$ cat src/rtl/isa_pkg.sv
// Shared ISA definitions for the ARM-subset pipeline: field encodings, control
// bundle layout, and the controller / condition-check decode functions.
package isa_pkg;

    localparam int CTRL_BITS = 9;

    // Bit positions inside the control bundle {WB_EN, MEM_R_EN, MEM_W_EN, EXE_CMD, B, S}
    localparam int CTRL_WB_EN   = 8;
    localparam int CTRL_MEM_R   = 7;
    localparam int CTRL_MEM_W   = 6;
    localparam int CTRL_CMD_MSB = 5;
    localparam int CTRL_CMD_LSB = 2;
    localparam int CTRL_B       = 1;
    localparam int CTRL_S       = 0;

    typedef enum logic [3:0] {
        COND_EQ = 4'b0000, COND_NE = 4'b0001, COND_CS = 4'b0010, COND_CC = 4'b0011,
        COND_MI = 4'b0100, COND_PL = 4'b0101, COND_VS = 4'b0110, COND_VC = 4'b0111,
        COND_HI = 4'b1000, COND_LS = 4'b1001, COND_GE = 4'b1010, COND_LT = 4'b1011,
        COND_GT = 4'b1100, COND_LE = 4'b1101, COND_AL = 4'b1110, COND_NV = 4'b1111
    } cond_e;

    typedef enum logic [3:0] {
        OP_AND = 4'b0000, OP_EOR = 4'b0001, OP_SUB = 4'b0010, OP_ADD = 4'b0100,
        OP_ADC = 4'b0101, OP_SBC = 4'b0110, OP_TST = 4'b1000, OP_CMP = 4'b1010,
        OP_ORR = 4'b1100, OP_MOV = 4'b1101, OP_MVN = 4'b1111
    } opcode_e;

    typedef enum logic [1:0] {
        MODE_ALU = 2'b00, MODE_MEM = 2'b01, MODE_BR = 2'b10
    } mode_e;

    typedef enum logic [3:0] {
        CMD_NOP = 4'b0000, CMD_MOV = 4'b0001, CMD_ADD = 4'b0010, CMD_ADC = 4'b0011,
        CMD_SUB = 4'b0100, CMD_SBC = 4'b0101, CMD_AND = 4'b0110, CMD_ORR = 4'b0111,
        CMD_EOR = 4'b1000, CMD_MVN = 4'b1001
    } exe_cmd_e;

    typedef struct packed {
        logic       wb_en;
        logic       mem_r_en;
        logic       mem_w_en;
        logic [3:0] exe_cmd;
        logic       b;
        logic       s;
    } ctrl_t;

    // Memory ops only decode with the ADD opcode (address = Rn + offset).
    function automatic ctrl_t controller(input logic [1:0] mode,
                                         input logic [3:0] opcode,
                                         input logic       s);
        ctrl_t c;
        c = '0;
        case (mode)
            MODE_ALU: begin
                c.s = s;
                case (opcode)
                    OP_MOV: begin c.wb_en = 1'b1; c.exe_cmd = CMD_MOV; end
                    OP_MVN: begin c.wb_en = 1'b1; c.exe_cmd = CMD_MVN; end
                    OP_ADD: begin c.wb_en = 1'b1; c.exe_cmd = CMD_ADD; end
                    OP_ADC: begin c.wb_en = 1'b1; c.exe_cmd = CMD_ADC; end
                    OP_SUB: begin c.wb_en = 1'b1; c.exe_cmd = CMD_SUB; end
                    OP_SBC: begin c.wb_en = 1'b1; c.exe_cmd = CMD_SBC; end
                    OP_AND: begin c.wb_en = 1'b1; c.exe_cmd = CMD_AND; end
                    OP_ORR: begin c.wb_en = 1'b1; c.exe_cmd = CMD_ORR; end
                    OP_EOR: begin c.wb_en = 1'b1; c.exe_cmd = CMD_EOR; end
                    OP_CMP: c.exe_cmd = CMD_SUB;
                    OP_TST: c.exe_cmd = CMD_AND;
                    default: c = '0;
                endcase
            end
            MODE_MEM: begin
                if (opcode == OP_ADD) begin
                    c.exe_cmd = CMD_ADD;
                    if (s) begin
                        c.wb_en    = 1'b1;
                        c.mem_r_en = 1'b1;
                    end else begin
                        c.mem_w_en = 1'b1;
                    end
                end
            end
            MODE_BR: c.b = 1'b1;
            default: c = '0;
        endcase
        return c;
    endfunction

    // sr = {N, Z, C, V}
    function automatic logic cond_check(input logic [3:0] cond, input logic [3:0] sr);
        logic n, z, c, v, ok;
        n = sr[3];
        z = sr[2];
        c = sr[1];
        v = sr[0];
        case (cond)
            COND_EQ: ok = z;
            COND_NE: ok = ~z;
            COND_CS: ok = c;
            COND_CC: ok = ~c;
            COND_MI: ok = n;
            COND_PL: ok = ~n;
            COND_VS: ok = v;
            COND_VC: ok = ~v;
            COND_HI: ok = c & ~z;
            COND_LS: ok = ~c | z;
            COND_GE: ok = (n == v);
            COND_LT: ok = (n != v);
            COND_GT: ok = ~z & (n == v);
            COND_LE: ok = z | (n != v);
            COND_AL: ok = 1'b1;
            default: ok = 1'b0;
        endcase
        return ok;
    endfunction

endpackage

$ cat src/rtl/regfile_bypass.sv
// Register file with two combinational read ports; a same-cycle write-back
// to the read index is bypassed to the read data.
module regfile_bypass #(
    parameter int DATA_W = 32,
    parameter int NREG   = 16,
    localparam int AW    = $clog2(NREG)
) (
    input  logic              clk,
    input  logic              rst,
    input  logic              we,
    input  logic [AW-1:0]     waddr,
    input  logic [DATA_W-1:0] wdata,
    input  logic [AW-1:0]     raddr1,
    input  logic [AW-1:0]     raddr2,
    output logic [DATA_W-1:0] rdata1,
    output logic [DATA_W-1:0] rdata2
);

    logic [DATA_W-1:0] regs [NREG];

    // Reset dominates a concurrent write.
    always_ff @(posedge clk) begin
        if (rst) begin
            for (int i = 0; i < NREG; i++) regs[i] <= '0;
        end else if (we) begin
            regs[waddr] <= wdata;
        end
    end

    assign rdata1 = (we && waddr == raddr1) ? wdata : regs[raddr1];
    assign rdata2 = (we && waddr == raddr2) ? wdata : regs[raddr2];

endmodule

$ cat src/rtl/id_stage_pipe.sv
// Decode stage with built-in ID/EX register: field decode, register read with
// write-back bypass, RAW hazard detection against EX/MEM, and condition gating.
module id_stage_pipe
    import isa_pkg::*;
#(
    parameter int DATA_W = 32,
    parameter int NREG   = 16,
    parameter int CTRL_W = 9,
    localparam int REG_AW = $clog2(NREG)
) (
    input  logic              clk,
    input  logic              rst,
    input  logic              in_valid,
    input  logic [31:0]       instruction,
    input  logic [DATA_W-1:0] pc_in,
    input  logic [3:0]        Sr,
    input  logic              flush,
    input  logic              exe_wb_en,
    input  logic              mem_wb_en,
    input  logic [REG_AW-1:0] exe_dest,
    input  logic [REG_AW-1:0] mem_dest,
    input  logic              WB_EN,
    input  logic [REG_AW-1:0] WB_DES,
    input  logic [DATA_W-1:0] WB_Value,
    output logic              hazard,
    output logic              ex_valid,
    output logic [CTRL_W-1:0] ex_ctrl,
    output logic [DATA_W-1:0] ex_Val_Rn,
    output logic [DATA_W-1:0] ex_Val_Rm,
    output logic              ex_imm,
    output logic [11:0]       ex_shift_operand,
    output logic [23:0]       ex_Signed_imm_24,
    output logic [REG_AW-1:0] ex_Dest,
    output logic [REG_AW-1:0] ex_src1,
    output logic [REG_AW-1:0] ex_src2,
    output logic [DATA_W-1:0] ex_pc
);

    logic [3:0]  cond, opcode;
    logic [1:0]  mode;
    logic        imm_bit, s_bit;
    logic [3:0]  rn_f, rd_f, rm_f;

    assign cond    = instruction[31:28];
    assign mode    = instruction[27:26];
    assign imm_bit = instruction[25];
    assign opcode  = instruction[24:21];
    assign s_bit   = instruction[20];
    assign rn_f    = instruction[19:16];
    assign rd_f    = instruction[15:12];
    assign rm_f    = instruction[3:0];

    logic [CTRL_BITS-1:0] ctrl;
    logic                 cond_ok;

    assign ctrl    = controller(mode, opcode, s_bit);
    assign cond_ok = cond_check(cond, Sr);

    // Stores read Rd as the data operand, so src2 switches to Rd for them.
    logic [REG_AW-1:0] src1, src2;
    assign src1 = REG_AW'(rn_f);
    assign src2 = ctrl[CTRL_MEM_W] ? REG_AW'(rd_f) : REG_AW'(rm_f);

    logic uses_src1, uses_src2, is_mov;
    assign is_mov    = (opcode == OP_MOV) || (opcode == OP_MVN);
    assign uses_src1 = ~ctrl[CTRL_B] & (~is_mov | (mode != MODE_ALU));
    assign uses_src2 = (~imm_bit & (mode == MODE_ALU) & ~ctrl[CTRL_B]) | ctrl[CTRL_MEM_W];

    logic src1_hit, src2_hit;
    assign src1_hit = uses_src1 & ((exe_wb_en & (src1 == exe_dest)) |
                                   (mem_wb_en & (src1 == mem_dest)));
    assign src2_hit = uses_src2 & ((exe_wb_en & (src2 == exe_dest)) |
                                   (mem_wb_en & (src2 == mem_dest)));
    assign hazard   = in_valid & (src1_hit | src2_hit);

    logic [DATA_W-1:0] val_rn, val_rm;

    regfile_bypass #(
        .DATA_W (DATA_W),
        .NREG   (NREG)
    ) u_regfile (
        .clk    (clk),
        .rst    (rst),
        .we     (WB_EN),
        .waddr  (WB_DES),
        .wdata  (WB_Value),
        .raddr1 (src1),
        .raddr2 (src2),
        .rdata1 (val_rn),
        .rdata2 (val_rm)
    );

    // Reset, flush and stall all load the same all-zero bubble.
    always_ff @(posedge clk) begin
        if (rst || flush || hazard) begin
            ex_valid         <= 1'b0;
            ex_ctrl          <= '0;
            ex_Val_Rn        <= '0;
            ex_Val_Rm        <= '0;
            ex_imm           <= 1'b0;
            ex_shift_operand <= '0;
            ex_Signed_imm_24 <= '0;
            ex_Dest          <= '0;
            ex_src1          <= '0;
            ex_src2          <= '0;
            ex_pc            <= '0;
        end else begin
            ex_valid         <= in_valid;
            ex_ctrl          <= (in_valid && cond_ok) ? CTRL_W'(ctrl) : '0;
            ex_Val_Rn        <= val_rn;
            ex_Val_Rm        <= val_rm;
            ex_imm           <= imm_bit;
            ex_shift_operand <= instruction[11:0];
            ex_Signed_imm_24 <= instruction[23:0];
            ex_Dest          <= REG_AW'(rd_f);
            ex_src1          <= src1;
            ex_src2          <= src2;
            ex_pc            <= pc_in;
        end
    end

endmodule

$ cat config.mk
export PLATFORM = sky130hd
export DESIGN_NAME = id_stage_pipe
export DESIGN_NICKNAME = d
export VERILOG_FILES = /design/src/rtl/isa_pkg.sv /design/src/rtl/regfile_bypass.sv /design/src/rtl/id_stage_pipe.sv
export SDC_FILE = /design/constraint.sdc
export NUM_CORES = 1
export LEC_CHECK = 0
export BUFFER_PORTS_ARGS = -buffer_cell sky130_fd_sc_hd__buf_4
export CORE_MARGIN = 2
export CORE_UTILIZATION = 52
export DETAILED_ROUTE_END_ITERATION = 16
export GPL_ROUTABILITY_DRIVEN = 1
export PLACE_DENSITY = 0.74
export SLEW_MARGIN = 30
export SYNTH_ARGS = -nofsm -noshare
export SYNTH_HDL_FRONTEND = slang
export SYNTH_HIERARCHICAL = 1
export SYNTH_SLANG_ARGS = --single-unit
export TNS_END_PERCENT = 10
$ cat constraint.sdc
create_clock -name clk -period 2.92 [get_ports clk]
set_clock_uncertainty 0.1 [all_clocks]
set_input_delay 0.438 -clock clk [delete_from_list [all_inputs] [get_ports clk]]
set_output_delay 0.438 -clock clk [all_outputs]
set_load 0.005 [all_outputs]
==> results by stage, run 1 <==
Yosys:
- The cell count after synthesis came out at 2208.
- The number of flops mapped to enable cells by yosys is a little over 500.
- A synthesized cell averages roughly 15 µm².
- The number of nets produced by synthesis is 2327.
- After synthesis, the share of flip-flops with an asynchronous set or reset is 0%.
- Sorting the synthesized cells by how often they occur yields 638 x sky130_fd_sc_hd__and2_1, 512 x sky130_fd_sc_hd__edfxtp_1, 258 x sky130_fd_sc_hd__mux4_2.
- The primary flip-flop cell chosen by synthesis mapping is sky130_fd_sc_hd__edfxtp_1.
- By area the synthesized netlist is led by sky130_fd_sc_hd__edfxtp_1 48%, sky130_fd_sc_hd__mux4_2 18%, sky130_fd_sc_hd__and2_1 12%.
- Yosys printed 6 warnings.
- The cell area that synthesis handed to floorplanning was 0.0322 mm².
- Yosys instantiated no cell more often than sky130_fd_sc_hd__and2_1.
- The largest area contributor in the synthesized netlist is sky130_fd_sc_hd__edfxtp_1.
- Sequential cells were found to cover 56.2% of the synthesized design area.
- Of the post-synthesis cell area, the dominant cell type holds 47.8%.
- In this run, synthesis produced a sequential element count of 647.
- In this run, distinct cell masters in the synthesized netlist total 64.

Power and ir drop:
- Cell internal power was estimated by the tool at roughly 0.017 W.
- Across the VDD grid, the largest voltage drop is 0.000459 V.
- For this design the ratio of total power to cell area is between 500 and 600 mW/mm².
- The clock network power share is 40.0%.
- The completed layout was analyzed and its total power is around 0.022 W.
- For this design the static power due to leakage is about 14 nW.
- The combinational fraction of design power is approximately an eighth.
- The analysis attributes to net switching a power of about 0.0053 W.
- Net switching is around a quarter of the power.
- The proportion of power drawn by flip-flops and latches is 47.7%.

CTS:
- Clock tree synthesis inserted a total of 71 buffers.
- The clock input transition at the sequential cells of the worst setup and hold paths is roughly 0.060 ns.
- The tree is rooted in a sky130_fd_sc_hd__clkbuf_16.
- The longest clock path from root to sink contains 3 buffers.
- The clock tree synthesis step divided the H-tree into 3 levels.
- The clock tree from TritonCTS is built.
- The tree built by TritonCTS fans out to 647 sinks.
- The clock latency at the later pin of the worst-skew pair is roughly 0.6 ns.

STA:
- The total of endpoints with negative setup slack in the final report is 0.
- The final period utilization is 95.9%.
- The final critical path time including I/O delays and setup is between 2 and 3 ns.
- The count of pins over their slew limit is 0.
- The slew of the pin with the lowest slew margin is about 0.93 ns.
- The setup TNS is 0 ns.
- The final worst-path setup slack is approximately 0.12 ns.
- The worst pin sits at a relative slew slack of between 30% and 40%.
- Based on the critical path, the design can be clocked at up to ~360 MHz.
- The total count of hold-check failures in the final report was 0.
- Setup repair after global routing left no endpoint under its margin.

Detailed routing:
- The residual antenna-violating net count after detailed routing is 0.
- The wire length on met3 is 9250 µm.
- The routed via count divided by cell count is 6.31.
- The via total after detailed routing is around 21000.
- The detailed-routing wirelength on met1 is around 35000 µm.
- After detailed routing, the average wire length per cell comes to between 20 and 30 µm.
- The amount of wire on met2 after detailed routing is between 40000 and 50000 µm.
- For this block, the routed nets add up to 96200 µm of wire.
- In the routed design, unresolved DRC markers number 0.
- The detailed router finished its first iteration with approximately 2200 violations.
- In this run the top signal layer used is met5.
- The pre-antenna-repair detailed-routing pass consisted of 7 iterations.

Finish:
- For this run, the post-layout net count is around 2600.
- The number of inserted diodes is 0.
- The fill cell instance count of the final layout is 4411.
- The area added between synthesis and finish is 20.7%.
- Of the cells placed in the final design, the portion with a size suffix greater than 1 is approximately a third.
- The area of all placed cells without fillers is 0.0388 mm².
- The final standard cell count with taps included and fillers excluded is between 3000 and 4000.

Worst setup path:
- The required time of the critical path is ~2.4 ns.
- The critical path's largest stage delay is 0.54 ns.
- The most critical setup path has its startpoint at instruction[12].
- The flop-to-flop setup slack is around 0.94 ns.
- The most numerous cell type found on the critical path is sky130_fd_sc_hd__buf_4.
- The biggest fanout along the worst timing path is 5.
- Among cell families on the critical path, the largest total delay comes from buffers and inverters.
- The buffer and inverter count on the worst path is 3.
- The path depth of the worst reg2reg path is 4.
- The data arrival at the endpoint of the critical path is 2.26 ns.
- In this run the critical register-to-register path is launched from u_regfile/regs[10][30].
- The capture point of the worst reg-to-reg path is ex_Val_Rn[30].
- The type of destination of the critical path is an output pin.
- Traced cell by cell, the critical path runs through dlygate4sd3_1, buf_4, nor2b_1, o211ai_1, nand2_1, nor4_4, a21oi_1, o31ai_1, buf_4.
- The startpoint type of the worst setup path is a primary input.
- The startpoint-to-endpoint class of the critical path is in -> out.
- For this design, the slowest cell found on the critical path is sky130_fd_sc_hd__dlygate4sd3_1.

Run:
- Max-cap violations in this run came to 0.

GRT:
- Global routing used 30.2% of the available tracks.
- The number of global-route vias before repair is 22000.
- For this run the aggregate overflow at the end of global routing stands at 0.
- The first global-routing pass estimated ~140000 µm of wire.
- The initial antenna violation count is 2.
- The maximum number of pins on one net before global-route repair is 99.

Floorplanning:
- In this run the vertical extent of the chip is ~250 µm.
- The core box area is roughly 0.06 mm².
- The die is approximately 250 µm wide.
- The number of rows in the core area is 91.
- The area of the die is 0.0638 mm².
- The top-level I/O count is 275.
- The starting density of the core is a little over half.

Min path:
- The worst hold path depth is 2.
- The hold path startpoint is instruction[1].
- The worst hold path terminates at ex_shift_operand[1].
- The kind of path behind the tightest hold check is in -> reg.

Placement:
- The placed instance count is 3198.
- The congestion estimate from routability-driven global placement came to a little under 0.9.
- During placement, the flow inserted port buffers numbering about 270.
- The post-place setup slack is -0.380 ns.
- The half-perimeter wire length of the detailed placement result is 58500 µm.
- The placed instances occupy a cell area of around 0.036 mm².

Outcome:
- The flow ran to the end, and the final reports show no timing, DRC or antenna violations.
-- metrics by stage --
step / util (%) / hold WS, ns
finish: 63.2 / 0.0591
global route: 63.2 / 0.0560
CTS: 63.2 / 0.0291
detailed placement: 58.7 / 0.544
global placement: 58.7 / 0.539
floorplan: - / 0.460
-- cell usage in the layout, fill, tap and decap left out, types with 12 or more instances in the layout --
cell	Yosys	final
sky130_fd_sc_hd__nand2_1	72	72
sky130_fd_sc_hd__dfxtp_1	135	135
sky130_fd_sc_hd__buf_4	21	364
sky130_fd_sc_hd__clkinv_2	0	12
sky130_fd_sc_hd__a22oi_1	124	124
sky130_fd_sc_hd__inv_1	13	12
sky130_fd_sc_hd__mux4_2	258	258
sky130_fd_sc_hd__or2_2	19	19
sky130_fd_sc_hd__clkbuf_1	141	22
sky130_fd_sc_hd__nor2b_1	16	12
sky130_fd_sc_hd__edfxtp_1	512	512
sky130_fd_sc_hd__dlygate4sd3_1	0	48
sky130_fd_sc_hd__mux2_2	67	66
sky130_fd_sc_hd__clkbuf_16	0	73
sky130_fd_sc_hd__xor2_1	16	16
sky130_fd_sc_hd__buf_12	0	49
sky130_fd_sc_hd__and2_1	638	640
sky130_fd_sc_hd__nor2_2	0	12
-- registers in the layout, indices dropped and copies added, names as in the netlist --
| name | count |
|---|---|
| ex_src2 | 4 |
| u_regfile/regs | 512 |
| ex_Val_Rn | 32 |
| ex_Signed_imm_24 | 13 |
| ex_pc | 32 |
| ex_Val_Rm | 32 |
| ex_shift_operand | 11 |
| ex_ctrl | 9 |
| ex_valid | 1 |
| ex_imm | 1 |
-- routing by layer --
metal | track usage (%) | up-vias
li1 | - | 8908
met3 | 5.22 | 243
met4 | 12.9 | 4
met5 | 0 | -
met2 | 51.5 | 1310
met1 | 38.3 | 10800
-- cells by family after synthesis --
kind of cell	after synthesis	synth area share (%)
buf+inv	226	3.21
xor+xnor	25	0.681
compound gates	168	3.96
flops	647	56.2
fa+ha+maj	1	0.0311
simple gates	813	15.4
mux	328	20.5
-- area by class of cell --
cell class	count	area [µm²]	area share, %
clock buffers	99	1960	5.06
clock inverters	32	329	0.848
inverters	13	56.3	0.145
multi-input cells	1335	13200	34.0
flip-flops and latches	647	18100	46.6
well taps	790	988	2.55
repair buffers	462	4210	10.8
-- power groups by stage --
stage / clock network (W) / registers, W / logic [W]
2_1_floorplan: 0 / 0.0108 / 0.00159
3_3_place_gp: 0 / 0.0108 / 0.00263
3_5_place_dp: 0 / 0.0109 / 0.00267
4_1_cts: 0.00908 / 0.0107 / 0.00274
5_1_grt: 0.00939 / 0.0108 / 0.00290
6_report: 0.00898 / 0.0107 / 0.00275
-- worst max path at each step --
stage	end	cells past startpoint
detailed placement	ex_Val_Rm[16]	12
finish	hazard	9
global placement	ex_Val_Rm[16]	12
global route	hazard	9
floorplan	ex_Val_Rm[30]	11
CTS	hazard	9
-- repair_timing --
item                                    4_1_cts  5_1_grt
endpoints found under the setup margin        0        2
hold buffers                                 48        0
endpoints found under the hold margin        48        0
resized for setup                             0        3
buffers inserted                              0        1
No activity file was read; power rests on OpenSTA's default activity.
==> inputs of run 2 (changes only) <==
--- a/config.mk
+++ b/config.mk
@@ -6,11 +6,10 @@
 export NUM_CORES = 1
 export LEC_CHECK = 0
 export BUFFER_PORTS_ARGS = -buffer_cell sky130_fd_sc_hd__buf_4
-export CORE_MARGIN = 2
-export CORE_UTILIZATION = 52
+export CORE_UTILIZATION = 55
 export DETAILED_ROUTE_END_ITERATION = 16
 export GPL_ROUTABILITY_DRIVEN = 1
-export PLACE_DENSITY = 0.74
+export PLACE_DENSITY = 0.77
 export SLEW_MARGIN = 30
 export SYNTH_ARGS = -nofsm -noshare
 export SYNTH_HDL_FRONTEND = slang
==> run 2 against run 1 <==
  * Design area shrank 0.50%
  * First-iteration DRC count grew 6.5%
  * Non-clock buffer count down 14
  * Critical path type unchanged
  * Critical endpoint unchanged
==> results by stage, run 2 (synthesis results as in run 1) <==
Finish:
- The number of flip-flops in the largest register is 512 (unchanged).
- Ranked by flip-flop count, first place goes to u_regfile/regs.
- The area of all placed cells without fillers was 0.0386 mm² (-0.50%).
- The fill cell instance count of the final layout was 3903 (-12%).
- The fraction of final layout cells with drive strength greater than 1 is 34.4% (-0.28 points).
- From synthesis to final layout, the design area changed by 20.1%.
- The core utilization of the finished layout came to 66.9% (+3.7 points).
- The most common cell after layout, fill and taps aside is sky130_fd_sc_hd__and2_1.
- The number of nets in the layout is 2635 (-0.53%).
- Leaving out fill and tap cells, the most frequent cells in the layout are 640 x sky130_fd_sc_hd__and2_1, 512 x sky130_fd_sc_hd__edfxtp_1, 356 x sky130_fd_sc_hd__buf_4.

Worst setup path:
- The flop-to-flop setup slack is 0.90 ns (-0.04 ns).
- The cell class contributing the biggest share of worst-path delay is buffers and inverters.
- Walking the worst path, the cells encountered are dlygate4sd3_1, buf_4, xor2_1, nor4_1, o22a_1, a21oi_1, o31ai_1, buf_4.
- The required time of the critical path is 2.38 ns (about the same).
- The buffer and inverter count on the worst path is 3 (unchanged).
- The setup path with the least slack is of type in -> out.
- The most numerous cell type found on the critical path is sky130_fd_sc_hd__buf_4.
- The critical path's largest stage delay is 0.54 ns (about the same).
- The startpoint identified for the worst register-to-register timing path is u_regfile/regs[5][30].
- The data arrival at the endpoint of the critical path is 2.30 ns (+0.04 ns).
- The largest individual stage delay along the critical path comes from the cell sky130_fd_sc_hd__dlygate4sd3_1.
- The biggest fanout along the worst timing path is 4 (-1).
- The capture point of the worst reg-to-reg path is ex_Val_Rn[30].
- STA classifies the critical path startpoint as a primary input.
- The type of destination of the critical path is an output pin.
- The path depth of the worst reg2reg path is 4 (unchanged).

CTS:
- The post-CTS setup-driven buffer insertion count is 0 (unchanged).
- The clock input transition at the sequential cells of the worst setup and hold paths is 0.06 ns (about the same).
- The deepest level of the CTS H-tree is 3 (unchanged).
- The post-cts resize count came to 0 (unchanged).
- The number of sinks driven by the clock tree came to 647 (unchanged).
- The TritonCTS buffer count was 71 (unchanged).
- The clock latency at the later pin of the worst-skew pair came to 0.61 ns (about the same).
- The tree is rooted in a sky130_fd_sc_hd__clkbuf_16.
- TritonCTS built the clock tree.
- The maximum root-to-sink buffer count is 3 (unchanged).

STA:
- The peak clock frequency supported by timing is 352 MHz (-1.4%).
- The slew of the pin with the lowest slew margin is 0.681 ns (-0.250 ns).
- Setup repair after global routing left no endpoint under its margin.
- The final period utilization is 97.3% (+1.4 points).
- The minimum hold slack is 0.0912 ns (+0.0322 ns).
- The total count of hold-check failures in the final report is 0 (unchanged).
- The setup TNS was 0 ns (unchanged).
- The total of endpoints with negative setup slack in the final report is 0 (unchanged).
- The count of pins over their slew limit is 0 (unchanged).
- The final critical path time including I/O delays and setup is 2.84 ns (+0.0397 ns).
- The normalized max-slew margin is 54.5% (+17 points).

Detailed routing:
- The residual antenna-violating net count after detailed routing is 0 (unchanged).
- The routed via count divided by cell count came to 6.44 (+2.2%).
- The number of remaining DRC errors is 0 (unchanged).
- The overall routed net length is 94600 µm (-1.7%).
- The average wire length per cell after detail routing was 28.3 µm (-0.55%).
- The number of search-and-repair iterations in the first detailed-routing pass is 8 (+1).
- The violation count after the first detailed-routing iteration is 2358 (+6.5%).
- The via total after detailed routing is 21500 (+1.0%).

Floorplanning:
- The number of rows in the core area is 88 (-3.3%).
- The top-level I/O count is 275 (unchanged).
- The die span in y was 244 µm (-3.5%).
- The area of the die is 0.0594 mm² (-6.9%).
- The starting density of the core was 55.7% (+3.3 points).
- The core box area came to 0.0577 mm² (-6.0%).
- The overall die width is 244 µm (-3.5%).

Power and ir drop:
- The reported leakage power is 14.4 nW (-0.31%).
- The post-route total power came to 0.0224 W (about the same).
- The power per standard cell area is 581 mW/mm² (+0.48%).
- The maximum vdd ir drop is 0.000462 V (+0.60%).

GRT:
- The maximum number of pins on one net before global-route repair is 96 (-3.0%).
- The first-pass GRT wire length came to 139000 µm (-0.97%).
- The sum of overflow across all layers after global routing was 0 (unchanged).
- The overall global routing resource usage came to 31.9% (+1.6 points).
- The initial antenna violation count was 0 (-2).
- The number of global-route vias before repair is 22100 (+0.71%).

Outcome:
- The run finished with clean final reports.

Min path:
- The worst min-delay path endpoint is ex_Signed_imm_24[16].
- The kind of path behind the tightest hold check is in -> reg.
- The hold path startpoint is instruction[16].
- The worst hold path depth came to 2 (unchanged).

Run:
- The max-capacitance violation count is 0 (unchanged).

Placement:
- The port buffer count is 274 (unchanged).
- The global placer's final weighted congestion is 0.874 (+1.2%).
- The half-perimeter wire length of the detailed placement result is 57500 µm (-1.6%).
- The post-placement cell area came to 0.0357 mm² (-0.73%).
run 2: cell count changes in the layout (fill, tap and decap cells not counted), moves of 4 or more:
cell / before / now
sky130_fd_sc_hd__clkbuf_8: 5 / 10
sky130_fd_sc_hd__clkbuf_1: 22 / 14
sky130_fd_sc_hd__bufinv_16: 6 / 2
sky130_fd_sc_hd__buf_12: 49 / 40
sky130_fd_sc_hd__buf_4: 364 / 356
sky130_fd_sc_hd__clkbuf_16: 73 / 79
run 2: worst max path at each step:
stage                     cells after the start       endpoint       startpoint
after global placement                       11  ex_Val_Rm[12]  instruction[24]
after floorplan                              11  ex_Val_Rm[30]  instruction[26]
after detailed placement                     11   ex_Val_Rm[9]  instruction[24]
final                                         8         hazard  instruction[14]
after global routing                          8         hazard   instruction[0]
after CTS                                     9         hazard  instruction[14]
run 2: repair_timing:
item | 4_1_cts | 5_1_grt
hold buffers | 50 | 0
endpoints found under the setup margin | 0 | 1
hold endpoints to repair | 50 | 0
run 2: layer usage:
metal,vias up,global-route usage [%],share of wire (%)
li1,8886,-,-
met1,10900,40.3,36
met2,1472,52.6,49
met3,290,6.23,10
met4,0,16.0,4.9
met5,-,0,0
run 2: power breakdown:
part	leakage, nW	switching (W)	internal [W]
Combinational	7.24	0.00133	0.00138
Clock	1.17	0.00368	0.00532
Sequential	5.99	0.000279	0.0105
run 2: worst reg2reg max path, delay by kind of cell, from the launching register on:
kind | cells | cell delay [ns]
muxes | 3 | 1.23
DFF | 1 | 0.43
and+or+nand+nor | 1 | 0.14
run 2: final cells by class:
cell class,count,area [µm²],share of cell area (%)
Multi-Input combinational cell,1335,13100,34.0
Antenna cell,1,2.50,0.00648
Tap cell,765,957,2.48
Clock inverter,28,199,0.515
Timing Repair Buffer,448,4020,10.4
Inverter,13,56.3,0.146
Sequential cell,647,18100,46.8
Clock buffer,103,2160,5.59
run 2: metrics by stage:
step                      cells  worst slack, ns
after CTS                  3339           0.0671
after global placement     3157           -0.287
after detailed placement   3158           -0.307
final                      3340           0.0786
after floorplan            2208        -0.000186
after global routing       3339           0.0540
